**config.mk**
```make
export PLATFORM = sky130hd
export DESIGN_NAME = rr_arbiter8
export DESIGN_NICKNAME = d
export VERILOG_FILES = /design/src/rtl/arb_pkg.sv /design/src/rtl/decoder3_8.sv /design/src/rtl/rr_arbiter8.sv
export SDC_FILE = /design/constraint.sdc
export NUM_CORES = 1
export LEC_CHECK = 0
export CORE_MARGIN = 3
export CORE_UTILIZATION = 63
export CTS_BUF_LIST = sky130_fd_sc_hd__clkbuf_16
export CTS_CLUSTER_SIZE = 14
export DETAILED_ROUTE_END_ITERATION = 12
export MAX_ROUTING_LAYER = met4
export PLACE_DENSITY = 0.95
export SYNTH_ARGS = -nofsm -noshare
export SYNTH_HDL_FRONTEND = slang
export SYNTH_SLANG_ARGS = --single-unit
```
**constraint.sdc**
```tcl
create_clock -name clk -period 7.15 [get_ports clk]
set_input_delay 1.43 -clock clk [delete_from_list [all_inputs] [get_ports clk]]
set_output_delay 1.43 -clock clk [all_outputs]
set_load 0.02 [all_outputs]
```
**src/rtl/arb_pkg.sv**
```systemverilog
// Shared constants for the eight-way round-robin arbiter.
//   N_REQ    : number of requesters
//   IDX_W    : width of a requester index
//   HOLD_W   : width of the optional hold counter
//   ST_IDLE / ST_GRANT : arbiter state encoding
package arb_pkg;

    localparam int unsigned N_REQ  = 8;
    localparam int unsigned IDX_W  = 3;
    localparam int unsigned HOLD_W = 8;

    localparam logic [0:0] ST_IDLE  = 1'b0;
    localparam logic [0:0] ST_GRANT = 1'b1;

endpackage : arb_pkg

```
**src/rtl/decoder3_8.sv**
```systemverilog
// 3-to-8 one-hot decoder with enable.
//   i : binary index in
//   e : enable; output is all zeros when low
//   o : one-hot output
module decoder3_8 (
    input  logic [2:0] i,
    input  logic       e,
    output logic [7:0] o
);

    always_comb begin
        o = 8'h00;
        if (e) begin
            o = 8'h01 << i;
        end
    end

endmodule : decoder3_8

```
**src/rtl/rr_arbiter8.sv**
```systemverilog
// Eight-way round-robin arbiter with grant-until-release ownership.
// The owner index is registered and decoded to a one-hot grant, enabled by busy.
//   clk     : clock, rising edge
//   rst     : synchronous active-high reset
//   req     : per-requester level request
//   done    : owner release strobe (ignored while idle)
//   gnt     : one-hot grant
//   gnt_idx : index of the current owner (valid while busy)
//   busy    : high while an owner holds the grant
//   timeout : one-cycle pulse after a forced release
// Optional feature: define ARB_TIMEOUT_EN to force a release after HOLD_MAX
// cycles of ownership; otherwise timeout is tied low and ownership is unbounded.
module rr_arbiter8
    import arb_pkg::*;
#(
    parameter int unsigned HOLD_MAX = 15
) (
    input  logic             clk,
    input  logic             rst,
    input  logic [N_REQ-1:0] req,
    input  logic             done,
    output logic [N_REQ-1:0] gnt,
    output logic [IDX_W-1:0] gnt_idx,
    output logic             busy,
    output logic             timeout
);

    if (HOLD_MAX < 1 || HOLD_MAX > 255) begin : g_hold_range
        $error("rr_arbiter8: HOLD_MAX must be within 1..255");
    end

    // First set bit of cand, scanning upward from start with wrap; MSB = found.
    function automatic logic [IDX_W:0] rr_pick(input logic [N_REQ-1:0] cand,
                                               input logic [IDX_W-1:0] start);
        logic             found;
        logic [IDX_W-1:0] idx;
        logic [IDX_W-1:0] win;
        found = 1'b0;
        win   = '0;
        for (int unsigned k = 0; k < N_REQ; k++) begin
            idx = start + IDX_W'(k);
            if (!found && cand[idx]) begin
                found = 1'b1;
                win   = idx;
            end
        end
        return {found, win};
    endfunction

    logic [0:0]       state_q,   state_d;
    logic [IDX_W-1:0] ptr_q,     ptr_d;
    logic [IDX_W-1:0] gnt_idx_q, gnt_idx_d;

    logic [IDX_W:0]   pick_idle;
    logic [IDX_W:0]   pick_rel;
    logic [IDX_W-1:0] rel_ptr;
    logic [N_REQ-1:0] cand_rel;
    logic             rel_by_owner;
    logic             expire;
    logic             release_ev;
    logic             new_grant;

    // Next-state, pointer and owner selection.
    always_comb begin
        state_d   = state_q;
        ptr_d     = ptr_q;
        gnt_idx_d = gnt_idx_q;
        new_grant = 1'b0;

        pick_idle    = rr_pick(req, ptr_q);
        rel_ptr      = gnt_idx_q + IDX_W'(1);
        // Outgoing owner is excluded so a release always hands off or idles.
        cand_rel     = req & ~gnt;
        pick_rel     = rr_pick(cand_rel, rel_ptr);
        rel_by_owner = done | ~req[gnt_idx_q];
        release_ev   = rel_by_owner | expire;

        case (state_q)
            ST_IDLE: begin
                if (pick_idle[IDX_W]) begin
                    state_d   = ST_GRANT;
                    gnt_idx_d = pick_idle[IDX_W-1:0];
                    new_grant = 1'b1;
                end
            end
            ST_GRANT: begin
                if (release_ev) begin
                    ptr_d = rel_ptr;
                    if (pick_rel[IDX_W]) begin
                        gnt_idx_d = pick_rel[IDX_W-1:0];
                        new_grant = 1'b1;
                    end else begin
                        state_d = ST_IDLE;
                    end
                end
            end
            default: begin
                state_d = ST_IDLE;
            end
        endcase
    end

    // Arbiter state registers.
    always_ff @(posedge clk) begin
        if (rst) begin
            state_q   <= ST_IDLE;
            ptr_q     <= '0;
            gnt_idx_q <= '0;
        end else begin
            state_q   <= state_d;
            ptr_q     <= ptr_d;
            gnt_idx_q <= gnt_idx_d;
        end
    end

`ifdef ARB_TIMEOUT_EN
    logic [HOLD_W-1:0] hold_cnt_q, hold_cnt_d;
    logic              timeout_q,  timeout_d;

    // Hold counter and forced-release pulse; a same-cycle owner release wins.
    always_comb begin
        hold_cnt_d = hold_cnt_q;
        timeout_d  = 1'b0;
        expire     = (state_q == ST_GRANT) && (hold_cnt_q == HOLD_W'(HOLD_MAX - 1));
        if (new_grant) begin
            hold_cnt_d = '0;
        end else if (state_q == ST_GRANT) begin
            hold_cnt_d = hold_cnt_q + HOLD_W'(1);
        end
        if (expire && !rel_by_owner) begin
            timeout_d = 1'b1;
        end
    end

    always_ff @(posedge clk) begin
        if (rst) begin
            hold_cnt_q <= '0;
            timeout_q  <= 1'b0;
        end else begin
            hold_cnt_q <= hold_cnt_d;
            timeout_q  <= timeout_d;
        end
    end

    assign timeout = timeout_q;
`else
    assign expire  = 1'b0;
    assign timeout = 1'b0;
`endif

    assign busy    = (state_q == ST_GRANT);
    assign gnt_idx = gnt_idx_q;

    decoder3_8 u_dec (
        .i (gnt_idx_q),
        .e (busy),
        .o (gnt)
    );

endmodule : rr_arbiter8
```
* Word level (Yosys, flattened, before mapping) *
Cells that the tools add are included.

storage, ports and cells
  input bits = 11
  output and inout bits = 13
  register bits after elaboration = 7
  word-level logic and storage cells = 149

cells by class
  magnitude comparators = 17
  reduce and logical (&&, ||, !) cells = 30
  add/subtract/negate cells = 15
  shift operators = 1
  equal/unequal tests = 3
  multiplexer cells = 75
  bitwise logic cells = 5

operator list
  operator                                                                      number
  3-bit by 4-bit less-than comparator with 1-bit output, second input constant  17
  3-bit two-way mux                                                             19
  1-bit binary-select mux with 3-bit select                                     17
  1-bit two-way mux                                                             36
  3-bit adder, second input constant                                            8
  1-bit logical AND                                                             14
  1-bit logical NOT                                                             14
  3-bit by 2-bit adder with 3-bit output, second input constant                 4
  3-bit by 1-bit adder with 3-bit output, second input constant                 3
  8-bit AND                                                                     1
  8-bit two-way mux                                                             1
  8-bit inverter                                                                1
  1-bit by 3-bit left shift with 8-bit output, first input constant             1
  3-bit one-hot mux with 2 select lines                                         1
  2-bit by 1-bit != test with 1-bit output, second input constant               2
  3-bit AND reduction                                                           1
  2-bit != test, second input constant                                          1
  1-bit inverter                                                                2
  1-bit one-hot mux with 2 select lines                                         1
  2-bit AND reduction                                                           1
  1-bit bitwise OR                                                              1

* Longest topological paths before layout *
Gate-level depths: netlist of the first run.

  depth in word-level cells = 31
  gate-level depth with buffers = 14
  gate-level depth less buffers = 10

* Cells and area by module *
Synthesis of the first run repeated with hierarchy kept, for this count alone.

unflattened totals
  cell total of the unflattened synthesis = 259
  area, all modules = 2338.5 um^2

modules (own cells, without submodules)
  module       sequential area each (um^2)  cells an instance  area each (um^2)  times used
  rr_arbiter8  140.1                        251                2243.4            1
  decoder3_8   0.0                          8                  95.1              1

* Worst setup path after synthesis of the first run *
OpenSTA, ideal clock, no wires.

  path kind = input -> register
  start point = input req[6]
  end point = register gnt_idx_q[0], in the netlist gnt_idx[0]
  data required time = 7.023 ns
  path buffers = 1
  slack = 3.443 ns
  data arrival time = 3.580 ns
  stages on the path = 9
  setup time = 0.127 ns
  path through = clkbuf_1 mux2i_1 nand2_1 mux4_2 or3_4 nor4b_4 a2111oi_1 nor4_1 nor3b_2

between the ends
  word-level cells in the longest chain between the ends = 28
  elaborated cells between the ends (all ways) = 105
  classes of those cells = 3 x eq/ne; 70 x mux; 3 x bitwise; 29 x reduce/logical

ends and longest elaborated chain
  what                                       line                RTL
  start: declaration                         rr_arbiter8.sv:20   input logic [N_REQ-1:0] req,
  8-bit AND                                  rr_arbiter8.sv:73   cand_rel = req & ~gnt;
  1-bit binary-select mux with 3-bit select  rr_arbiter8.sv:42   if (!found && cand[idx]) begin
  1-bit two-way mux (implied by the code)    rr_arbiter8.sv:42
  1-bit two-way mux                          rr_arbiter8.sv:42
  1-bit logical NOT                          rr_arbiter8.sv:42
  1-bit logical AND                          rr_arbiter8.sv:42
  1-bit two-way mux                          rr_arbiter8.sv:42
  1-bit logical NOT                          rr_arbiter8.sv:42
  [12 not listed]                            -
  1-bit logical AND                          rr_arbiter8.sv:42
  1-bit two-way mux                          rr_arbiter8.sv:42
  1-bit logical NOT                          rr_arbiter8.sv:42
  1-bit logical AND                          rr_arbiter8.sv:42
  3-bit two-way mux                          rr_arbiter8.sv:42
  3-bit two-way mux                          rr_arbiter8.sv:89   if (pick_rel[IDX_W]) begin
  3-bit two-way mux                          rr_arbiter8.sv:87   if (release_ev) begin
  3-bit one-hot mux with 2 select lines      rr_arbiter8.sv:78   case (state_q)
  end signal: assignment                     rr_arbiter8.sv:112  gnt_idx_q <= gnt_idx_d;
  end: declaration                           rr_arbiter8.sv:52   logic [IDX_W-1:0] gnt_idx_q, gnt_idx_d;

Several ways; a longest one is shown, not always the timed one. The select of a mux whose other input is x is not followed.
A chain may end at the register's enable or synchronous reset.

* Worst setup path in the final report of the first run *
  start point = input req[4]
  end point = register gnt_idx_q[0], in the netlist gnt_idx[0]

The elaborated chain is that of the path after synthesis.

==> flow_metrics.py, run 1 <==
metrics = {
    "critical_path": {
        "slowest_stage": "clkdlybuf4s50_1",
        "path_class": "in -> reg",
        "crit_end": "gnt_idx[0]$_SDFFE_PP0P_",
        "r2r_end": "gnt_idx[1]$_SDFFE_PP0P_",
        "reg2reg_from": "gnt_idx[0]$_SDFFE_PP0P_",
        "rrSetupSlack_ns": 2.92,
        "critPathLaunch": "req[4]",
        "worst_path_largest_cell_delay_ns": 0.57,
        "critPathRequiredTime_ns": 7.25,
        "crit_buf_inv": 1,
        "path_max_fanout": 10,
        "critPathTopFamily": "simple AND/OR/NAND/NOR gates",
        "arrival_ns": 4.40,
        "crit_cells": 9,
        "r2r_cells": 11,
        "start_kind": "input port",
        "end_kind": "flop",
        "crit_chain": "clkdlybuf4s50_1 -> mux2i_1 -> nand2_1 -> mux4_2 -> or3_4 -> nor4_2 -> o22a_2 -> o21ai_0 -> nor3b_2",
    },
    "final_layout": {
        "final_cell_mix": "25 x nand2_1, 22 x clkdlybuf4s50_1, 17 x mux4_2",
        "final_common_cell": "nand2_1",
        "areaGrowthSynthToFinish_pct": 10.51,
        "antennaDiodeCount": 0,
        "finalInstanceArea_mm2": 0.002539,
        "drive_gt1_frac": 0.1495,
        "layout.nets": 303,
        "stdcell_count": 327,
        "n_fill_cell": 254,
    },
    "route": {
        "wl_met2_mm": 2.991,
        "drt-pass1-iter-count": 6,
        "vias": 2446,
        "drc_errors": 0,
        "final_antenna_net_count": 0,
        "routed_via_density": 7.480,
        "wl_per_cell_um": 19.80,
        "drt_iter0_markers": 508,
        "drt-met1-wl_mm": 2.611,
        "wl_mm": 6.474,
        "wl_met3_um": 708,
        "top_layer": "met4",
    },
    "timing": {
        "setup_viol": 0,
        "drv_slew": 0,
        "max_freq_mhz": 232.8,
        "hold-worst-slack_ns": 0.6188,
        "tightest_slew_ns": 0.7897,
        "hold_viol_final": 0,
        "grt_setup_unrepaired": "no",
        "relSlewSlack": 0.4728,
        "fin_skew_ns": 0.002342,
        "setup_tns_ns": 0,
        "period_share": 0.6007,
        "finalCriticalPeriod_ns": 4.295,
    },
    "power": {
        "p_per_area_mw_per_mm2": 467.0,
        "vdd_drop_max_v": 0.0003424,
        "p_leak_nw": 0.9350,
    },
    "synthesis": {
        "synth-edff-count": 0,
        "synth_xor_area_frac": 0.03050,
        "syn_area_per_cell_um2": 8.263,
        "synth_area_leader_cell": "mux4_2",
        "synth-compound-area-share": 0.2696,
        "synthArstFlopShare": 0,
        "ys_top_cells_by_area": "mux4_2 17%, dfxtp_1 6.1%, mux2i_1 5.7%",
        "syn-cell-area_mm2": 0.002297,
        "yosys.area_share.adder": 0.05447,
        "muxShareOfSynthArea": 0.2745,
        "synth_warnings": 0,
        "syn_inst": 278,
        "ys.flop_type": "dfxtp_1",
        "yosysUniqueCellTypes": 68,
        "seq_area_frac_synth": 0.06100,
        "synth-simple-area-share": 0.2369,
        "syn-num-nets": 299,
        "synth_top_family_by_area": "multiplexers",
        "netlist.area_leader.share": 0.1667,
        "synth.ff_latch_count": 7,
    },
    "grt": {
        "grt.total_usage": 0.3121,
        "grt_pass1_wl_mm": 10.53,
        "antenna_found_initial": 0,
        "grt_max_degree": 30,
        "grt_pass1_vias": 2161,
        "grt_overflow_total": 0,
    },
    "clock_network": {
        "tritoncts": "done",
        "numClockSinks": 7,
        "cts_resized": 0,
        "ctsHtreeMaxLevel": 1,
        "clk_pin_slew_ns": 0.03,
        "clock_latency_ns": 0.23,
        "clock_path_buffers": 2,
        "numCtsBuffers": 3,
        "cts_hold_buf": 0,
        "post_cts_buffers": 0,
        "root_buffer": "clkbuf_16",
    },
    "placement": {
        "dp_hpwl_mm": 4.778,
        "port_buffers": 22,
        "placed_area_mm2": 0.002460,
        "dpl.cell_count": 323,
        "routabilityCongestion": 0.9889,
    },
    "floorplan": {
        "die_h_um": 66.39,
        "die_x_um": 66.39,
        "start_util": 0.6725,
        "floorplan.die_area_mm2": 0.004407,
        "num_rows": 21,
        "design.core.area_mm2": 0.003416,
        "io_pins": 24,
    },
    "run_status": {
        "status": "finished clean",
    },
    "run": {
        "maxCapViolCount": 0,
    },
    "min_path": {
        "hp-class": "reg -> reg",
    },
}
-- cell type report --
| cell class | instances | area, um^2 | share of cell area |
|---|---|---|---|
| Clock buffer | 3 | 75.07 | 0.02957 |
| Clock inverter | 1 | 3.754 | 0.001479 |
| Multi-Input combinational cell | 236 | 1993 | 0.7851 |
| Sequential cell | 7 | 140.1 | 0.05520 |
| Timing Repair Buffer | 23 | 227.7 | 0.08970 |
| Tap cell | 46 | 57.56 | 0.02267 |
| Inverter | 11 | 41.29 | 0.01626 |
-- logic make-up (layout without fill, tap and decap cells) --
group / count (synthesis) / in the layout
multiplexers: 40 / 40
other: 1 / 1
flip-flops: 7 / 7
XOR/XNOR: 8 / 8
AO/OA/AOI/OAI: 83 / 83
AND/OR/NAND/NOR: 94 / 94
adder cells (fa/ha/maj): 10 / 10
buffers and inverters: 35 / 38
-- state kept, by name, indices dropped and copies added, names as in the netlist --
| signal | count |
|---|---|
| gnt_idx | 3 |
| ptr_q | 3 |
| busy | 1 |
-- through the flow --
| stage | setup WS (ns) | power (mW) | utilization |
|---|---|---|---|
| 2_1_floorplan | 3.443 | 0.8721 | - |
| 3_3_place_gp | 2.736 | 1.049 | 0.7201 |
| 3_5_place_dp | 2.654 | 1.061 | 0.7201 |
| 4_1_cts | 2.895 | 1.158 | 0.7432 |
| 5_1_grt | 2.601 | 1.272 | 0.7432 |
| 6_report | 2.855 | 1.186 | 0.7432 |
-- report_power, final --
| part | leakage (nW) | switching [mW] | internal (mW) |
|---|---|---|---|
| sequential | 0.0581 | 0.0375 | 0.0508 |
| clock | 0.0423 | 0.0185 | 0.0725 |
| combinational | 0.835 | 0.585 | 0.422 |
-- worst min-delay path: cells and delay by family (launching register included) --
kind,cells,cell delay [ns]
flip-flops,1,0.41
AND/OR/NAND/NOR,1,0.10
AO/OA/AOI/OAI,1,0.05
-- metal layers --
| metal | track usage | vias to the layer above |
|---|---|---|
| met3 | 0.06293 | 28 |
| met1 | 0.4088 | 1138 |
| li1 | - | 1101 |
| met5 | - | - |
| met2 | 0.4845 | 179 |
| met4 | 0.09645 | 0 |
-- synth_stat cells (all sizes together), types with 3 or more instances --
library cell and number:
or3 3, nand3 11, o221a 5, nor2 12, xor2 6, dfxtp 7, and2 6, ha 10
inv 11, nor3 5, and3b 3, nand2 25, nand2b 10, o21ai 12, a32oi 3, nor4 4
a21o 3, and3 5, a21oi 15, clkbuf 13, buf 11, a211oi 3, o221ai 8, mux2 8
mux4 17, o31a 3, a221oi 4, mux2i 15
-- how the worst min path moves through the flow --
stage,from,to,slack (ns),depth (start not counted)
finish,gnt_idx[2]$_SDFFE_PP0P_,gnt_idx[2]$_SDFFE_PP0P_,0.62,2
global route,gnt_idx[2]$_SDFFE_PP0P_,gnt_idx[2]$_SDFFE_PP0P_,0.70,2
CTS,gnt_idx[2]$_SDFFE_PP0P_,gnt_idx[2]$_SDFFE_PP0P_,0.62,2
detailed placement,gnt_idx[2]$_SDFFE_PP0P_,gnt_idx[2]$_SDFFE_PP0P_,0.61,2
global placement,gnt_idx[2]$_SDFFE_PP0P_,gnt_idx[2]$_SDFFE_PP0P_,0.60,2
floorplan,gnt_idx[2]$_SDFFE_PP0P_,gnt_idx[2]$_SDFFE_PP0P_,0.59,2
Power figures use the tool's default switching activity.
==> run 2: changes to the inputs <==
Settings changed: CORE_UTILIZATION 63 to 53, PLACE_DENSITY 0.95 to 0.87.
Clock period 7.15 ns to 3.65 ns, I/O delays scaled along.
==> run 2 against run 1 <==
Net effect:
- via count increased by 7.4%
- combinational power is 110% higher
- utilization decreased by 7.8 points
- first-iteration DRC count up 8.3%
- highest routed layer unchanged
- critical path type unchanged
==> flow_metrics.py, run 2 (synthesized netlist as in run 1, its figures left out) <==
metrics = {
    "route": {
        "vias": 2627,
        "routed_via_density": 7.442,
        "drt-pass1-iter-count": 7,
        "drt_iter0_markers": 550,
        "wl_per_cell_um": 20.75,
        "final_antenna_net_count": 0,
        "wl_mm": 7.324,
        "drc_errors": 0,
    },
    "floorplan": {
        "io_pins": 24,
        "num_rows": 23,
        "die_h_um": 71.84,
        "floorplan.die_area_mm2": 0.005160,
        "start_util": 0.5622,
        "die_x_um": 71.84,
        "design.core.area_mm2": 0.004086,
    },
    "grt": {
        "grtUsageMet1": 0.3616,
        "antenna_found_initial": 0,
        "grt_pass1_vias": 2445,
        "grt_max_degree": 23,
        "gr-max-usage-layer": "met2",
        "grt_pass1_wl_mm": 11.74,
        "grtUsageMet2": 0.4551,
        "met3_usage": 0.07293,
        "grt_overflow_total": 0,
        "grt.total_usage": 0.2930,
    },
    "timing": {
        "finalCriticalPeriod_ns": 3.426,
        "grt_setup_unrepaired": "no",
        "setup_tns_ns": 0,
        "max_freq_mhz": 291.9,
        "relSlewSlack": 0.4803,
        "tightest_slew_ns": 0.7785,
        "period_share": 0.9387,
        "fin_skew_ns": 0.001412,
        "setup_viol": 0,
        "hold_viol_final": 0,
        "drv_slew": 0,
    },
    "critical_path": {
        "worst_path_largest_cell_delay_ns": 0.55,
        "arrival_ns": 3.53,
        "crit_chain": "clkdlybuf4s50_1 -> mux2i_2 -> nand2_1 -> mux4_2 -> or3_4 -> nor4b_4 -> a2111oi_1 -> nor4_1 -> nor3b_2",
        "slowest_stage": "mux4_2",
        "path_class": "in -> reg",
        "start_kind": "input port",
        "critPathLaunch": "req[2]",
        "end_kind": "flop",
        "critPathTopFamily": "simple AND/OR/NAND/NOR gates",
        "path_max_fanout": 5,
        "reg2reg_from": "gnt_idx[0]$_SDFFE_PP0P_",
        "critPathRequiredTime_ns": 3.76,
        "crit_buf_inv": 1,
    },
    "final_layout": {
        "finalInstanceArea_mm2": 0.002716,
        "layout.nets": 325,
        "areaGrowthSynthToFinish_pct": 18.25,
        "drive_gt1_frac": 0.2145,
        "final_common_cell": "nand2_1",
        "antennaDiodeCount": 0,
        "final_cell_mix": "25 x nand2_1, 23 x buf_4, 22 x clkdlybuf4s50_1",
    },
    "clock_network": {
        "clock_latency_ns": 0.23,
        "cts_hold_buf": 0,
        "clk_pin_slew_ns": 0.03,
        "numCtsBuffers": 3,
        "post_cts_buffers": 0,
        "ctsHtreeMaxLevel": 1,
        "clock_path_buffers": 2,
        "root_buffer": "clkbuf_16",
        "tritoncts": "done",
        "numClockSinks": 7,
        "cts_resized": 0,
    },
    "placement": {
        "port_buffers": 22,
        "routabilityCongestion": 1.010,
        "dp_hpwl_mm": 5.551,
        "placed_area_mm2": 0.002630,
    },
    "power": {
        "vdd_drop_max_v": 0.0005089,
        "p_leak_nw": 1.047,
        "p_per_area_mw_per_mm2": 916.3,
    },
    "min_path": {
        "hp-start": "ptr_q[0]$_SDFFE_PP0P_",
        "hp-class": "reg -> reg",
    },
    "run_status": {
        "status": "finished clean",
    },
    "run": {
        "maxCapViolCount": 0,
    },
}
run 2: worst register-to-register path, delay by kind of cell, from the launching register on:
kind            cells  cell delay (ns)
xor+xnor            1             0.31
flops               1             0.39
buf+inv             2             0.32
simple gates        5             1.08
compound gates      2             0.70
fa+ha+maj           1             0.51
run 2: per-stage QoR:
step                      total power [mW]  hold WS, ns    util  cells  setup slack (ns)
after floorplan                      1.708       0.5925       -    278            0.2005
after global placement               2.160       0.5830  0.6436    349           0.09013
after detailed placement             2.213       0.6144  0.6436    349           0.02212
after CTS                            2.410       0.6252  0.6629    353            0.2522
after global routing                 2.645       0.6620  0.6647    353           0.09158
final                                2.489       0.6264  0.6647    353            0.2239
run 2: cell type report:
cell class	count	area [um^2]
clock buffers	3	75.07
clock inverters	1	3.754
fillers	325	1370
flip-flops and latches	7	140.1
repair buffers	45	392.9
multi-input cells	236	2001
well taps	50	62.56
inverters	11	41.29
run 2: routing by layer:
layer,part of all wire,vias to the layer above
li1,-,1137
met1,0.39,1225
met2,0.45,223
met3,0.12,42
met4,0.036,0
met5,0,-
run 2: path summary, 6_finish.rpt:
check | endpoint | depth (start not counted) | slack (ns)
worst min register to register | ptr_q[0]$_SDFFE_PP0P_ | 2 | 0.63
worst max register to register | gnt_idx[0]$_SDFFE_PP0P_ | 11 | 0.27
worst max-delay path | gnt_idx[0]$_SDFFE_PP0P_ | 9 | 0.22
worst min-delay path | ptr_q[0]$_SDFFE_PP0P_ | 2 | 0.63
run 2: report_power, final:
part           switching [mW]  internal [mW]
Sequential             0.0480         0.0996
Combinational            1.23          0.924
Clock                  0.0412          0.142
==> run 3: changes to the inputs <==
Settings changed: CORE_MARGIN 3 to default.
==> run 3 against run 2 <==
Net effect:
- worst setup slack improved by 0.018 ns
- utilization rose by 0.18 points
- highest routed layer unchanged
- critical path depth is the same
- clock-buffer cell count unchanged
- die area is 11% lower
- critical endpoint unchanged
- total power down 0.69%
- clock power about the same
- non-clock buffer count is 2 higher
- via count fell by 2.7%
- sequential share of layout area about the same
==> flow_metrics.py, run 3 (synthesized netlist as in run 1, its figures left out) <==
metrics = {
    "route": {
        "drc_errors": 0,
        "final_antenna_net_count": 0,
        "top_layer": "met4",
        "drt-pass1-iter-count": 6,
        "routed_via_density": 7.197,
        "vias": 2555,
        "wl_met2_mm": 3.046,
        "wl_mm": 6.827,
        "drt-met1-wl_mm": 2.737,
        "wl_per_cell_um": 19.23,
        "wl_met3_um": 859,
        "drt_iter0_markers": 443,
    },
    "min_path": {
        "hp-class": "reg -> reg",
    },
    "timing": {
        "grt_setup_unrepaired": "no",
        "relSlewSlack": 0.6168,
        "tightest_slew_ns": 0.5740,
        "hold_viol_final": 0,
        "fin_skew_ns": 0.002360,
        "fin_ws_ns": 0.2417,
        "hold-worst-slack_ns": 0.6274,
        "max_freq_mhz": 293.4,
        "finalCriticalPeriod_ns": 3.408,
        "setup_viol": 0,
        "period_share": 0.9338,
        "setup_tns_ns": 0,
        "drv_slew": 0,
    },
    "final_layout": {
        "final_cell_mix": "25 x nand2_1, 25 x buf_4, 22 x clkdlybuf4s50_1",
        "drive_gt1_frac": 0.2164,
        "layout.nets": 327,
        "antennaDiodeCount": 0,
        "areaGrowthSynthToFinish_pct": 18.57,
    },
    "grt": {
        "grt_overflow_total": 0,
        "antenna_found_initial": 0,
        "grt_max_degree": 18,
        "grt_pass1_vias": 2302,
        "grt_pass1_wl_mm": 10.71,
        "grt.total_usage": 0.3206,
    },
    "floorplan": {
        "floorplan.die_area_mm2": 0.004602,
        "die_h_um": 67.84,
        "num_rows": 23,
        "die_x_um": 67.84,
        "io_pins": 24,
        "design.core.area_mm2": 0.004086,
        "start_util": 0.5622,
    },
    "clock_network": {
        "cts_hold_buf": 0,
        "ctsHtreeMaxLevel": 1,
        "post_cts_buffers": 0,
        "tritoncts": "done",
        "numCtsBuffers": 3,
        "cts_resized": 0,
        "clock_path_buffers": 2,
        "clock_latency_ns": 0.24,
        "numClockSinks": 7,
        "clk_pin_slew_ns": 0.04,
        "root_buffer": "clkbuf_16",
    },
    "power": {
        "p_per_area_mw_per_mm2": 907.5,
        "p_sw_frac": 0.5184,
        "vdd_drop_max_v": 0.0005009,
        "p_int_mw": 1.191,
        "p_clk_frac": 0.076,
        "power_mw": 2.472,
        "switchingPower_mw": 1.281,
        "pwr-share-comb": 0.870,
        "pwr-share-seq": 0.055,
        "p_leak_nw": 1.053,
    },
    "critical_path": {
        "path_max_fanout": 11,
        "path_class": "in -> reg",
        "rrSetupSlack_ns": 0.36,
        "r2r_cells": 11,
        "start_kind": "input port",
        "critPathLaunch": "req[7]",
        "reg2reg_from": "gnt_idx[0]$_SDFFE_PP0P_",
        "arrival_ns": 3.52,
        "r2r_end": "gnt_idx[0]$_SDFFE_PP0P_",
        "critPathRequiredTime_ns": 3.77,
        "crit_end": "gnt_idx[0]$_SDFFE_PP0P_",
        "end_kind": "flop",
    },
    "placement": {
        "routabilityCongestion": 1.014,
        "dp_hpwl_mm": 5.263,
        "port_buffers": 22,
        "place_ws_ns": 0.04356,
    },
    "run": {
        "maxCapViolCount": 0,
    },
    "run_status": {
        "status": "finished clean",
    },
}
## run 3: routing by layer
metal / global-route usage / vias to the layer above
met3: 0.1067 / 34
li1: - / 1145
met2: 0.4790 / 202
met1: 0.3965 / 1174
met4: 0.1276 / 0
met5: - / -
## run 3: cell type report
class                           count  area (um^2)
Timing Repair Buffer               47        407.9
Fill cell                         309         1363
Sequential cell                     7        140.1
Multi-Input combinational cell    236         1993
Inverter                           11        41.29
Tap cell                           50        62.56
Clock inverter                      1        3.754
Clock buffer                        3        75.07
## run 3: metrics by stage
stage	area, um^2	util	std cells
2_1_floorplan	2297	-	278
6_report	2724	0.6666	355
3_3_place_gp	2645	0.6473	351
5_1_grt	2724	0.6666	355
3_5_place_dp	2645	0.6473	351
4_1_cts	2724	0.6666	355
## run 3: how the worst min path moves through the flow
stage	depth (start not counted)	from	end
final	2	ptr_q[0]$_SDFFE_PP0P_	ptr_q[0]$_SDFFE_PP0P_
after detailed placement	2	ptr_q[0]$_SDFFE_PP0P_	ptr_q[0]$_SDFFE_PP0P_
after CTS	2	ptr_q[0]$_SDFFE_PP0P_	ptr_q[0]$_SDFFE_PP0P_
after floorplan	2	gnt_idx[2]$_SDFFE_PP0P_	gnt_idx[2]$_SDFFE_PP0P_
after global placement	2	gnt_idx[2]$_SDFFE_PP0P_	gnt_idx[2]$_SDFFE_PP0P_
after global routing	2	gnt_idx[2]$_SDFFE_PP0P_	gnt_idx[2]$_SDFFE_PP0P_
## run 3: power by group through the flow
stage	sequential (mW)	combinational, mW	clock [mW]
global route	0.139	2.33	0.193
finish	0.135	2.15	0.187
floorplan	0.147	1.56	0
detailed placement	0.136	2.08	0
global placement	0.134	2.05	0
CTS	0.134	2.09	0.187
## run 3: worst max-delay path, cell delays in order
cell,delay [ns]
clkdlybuf4s50_1,0.58
mux2i_1,0.29
nand2_1,0.08
mux4_2,0.51
or3_4,0.46
nor4_2,0.35
o22a_2,0.26
o21ai_0,0.09
nor3b_2,0.17
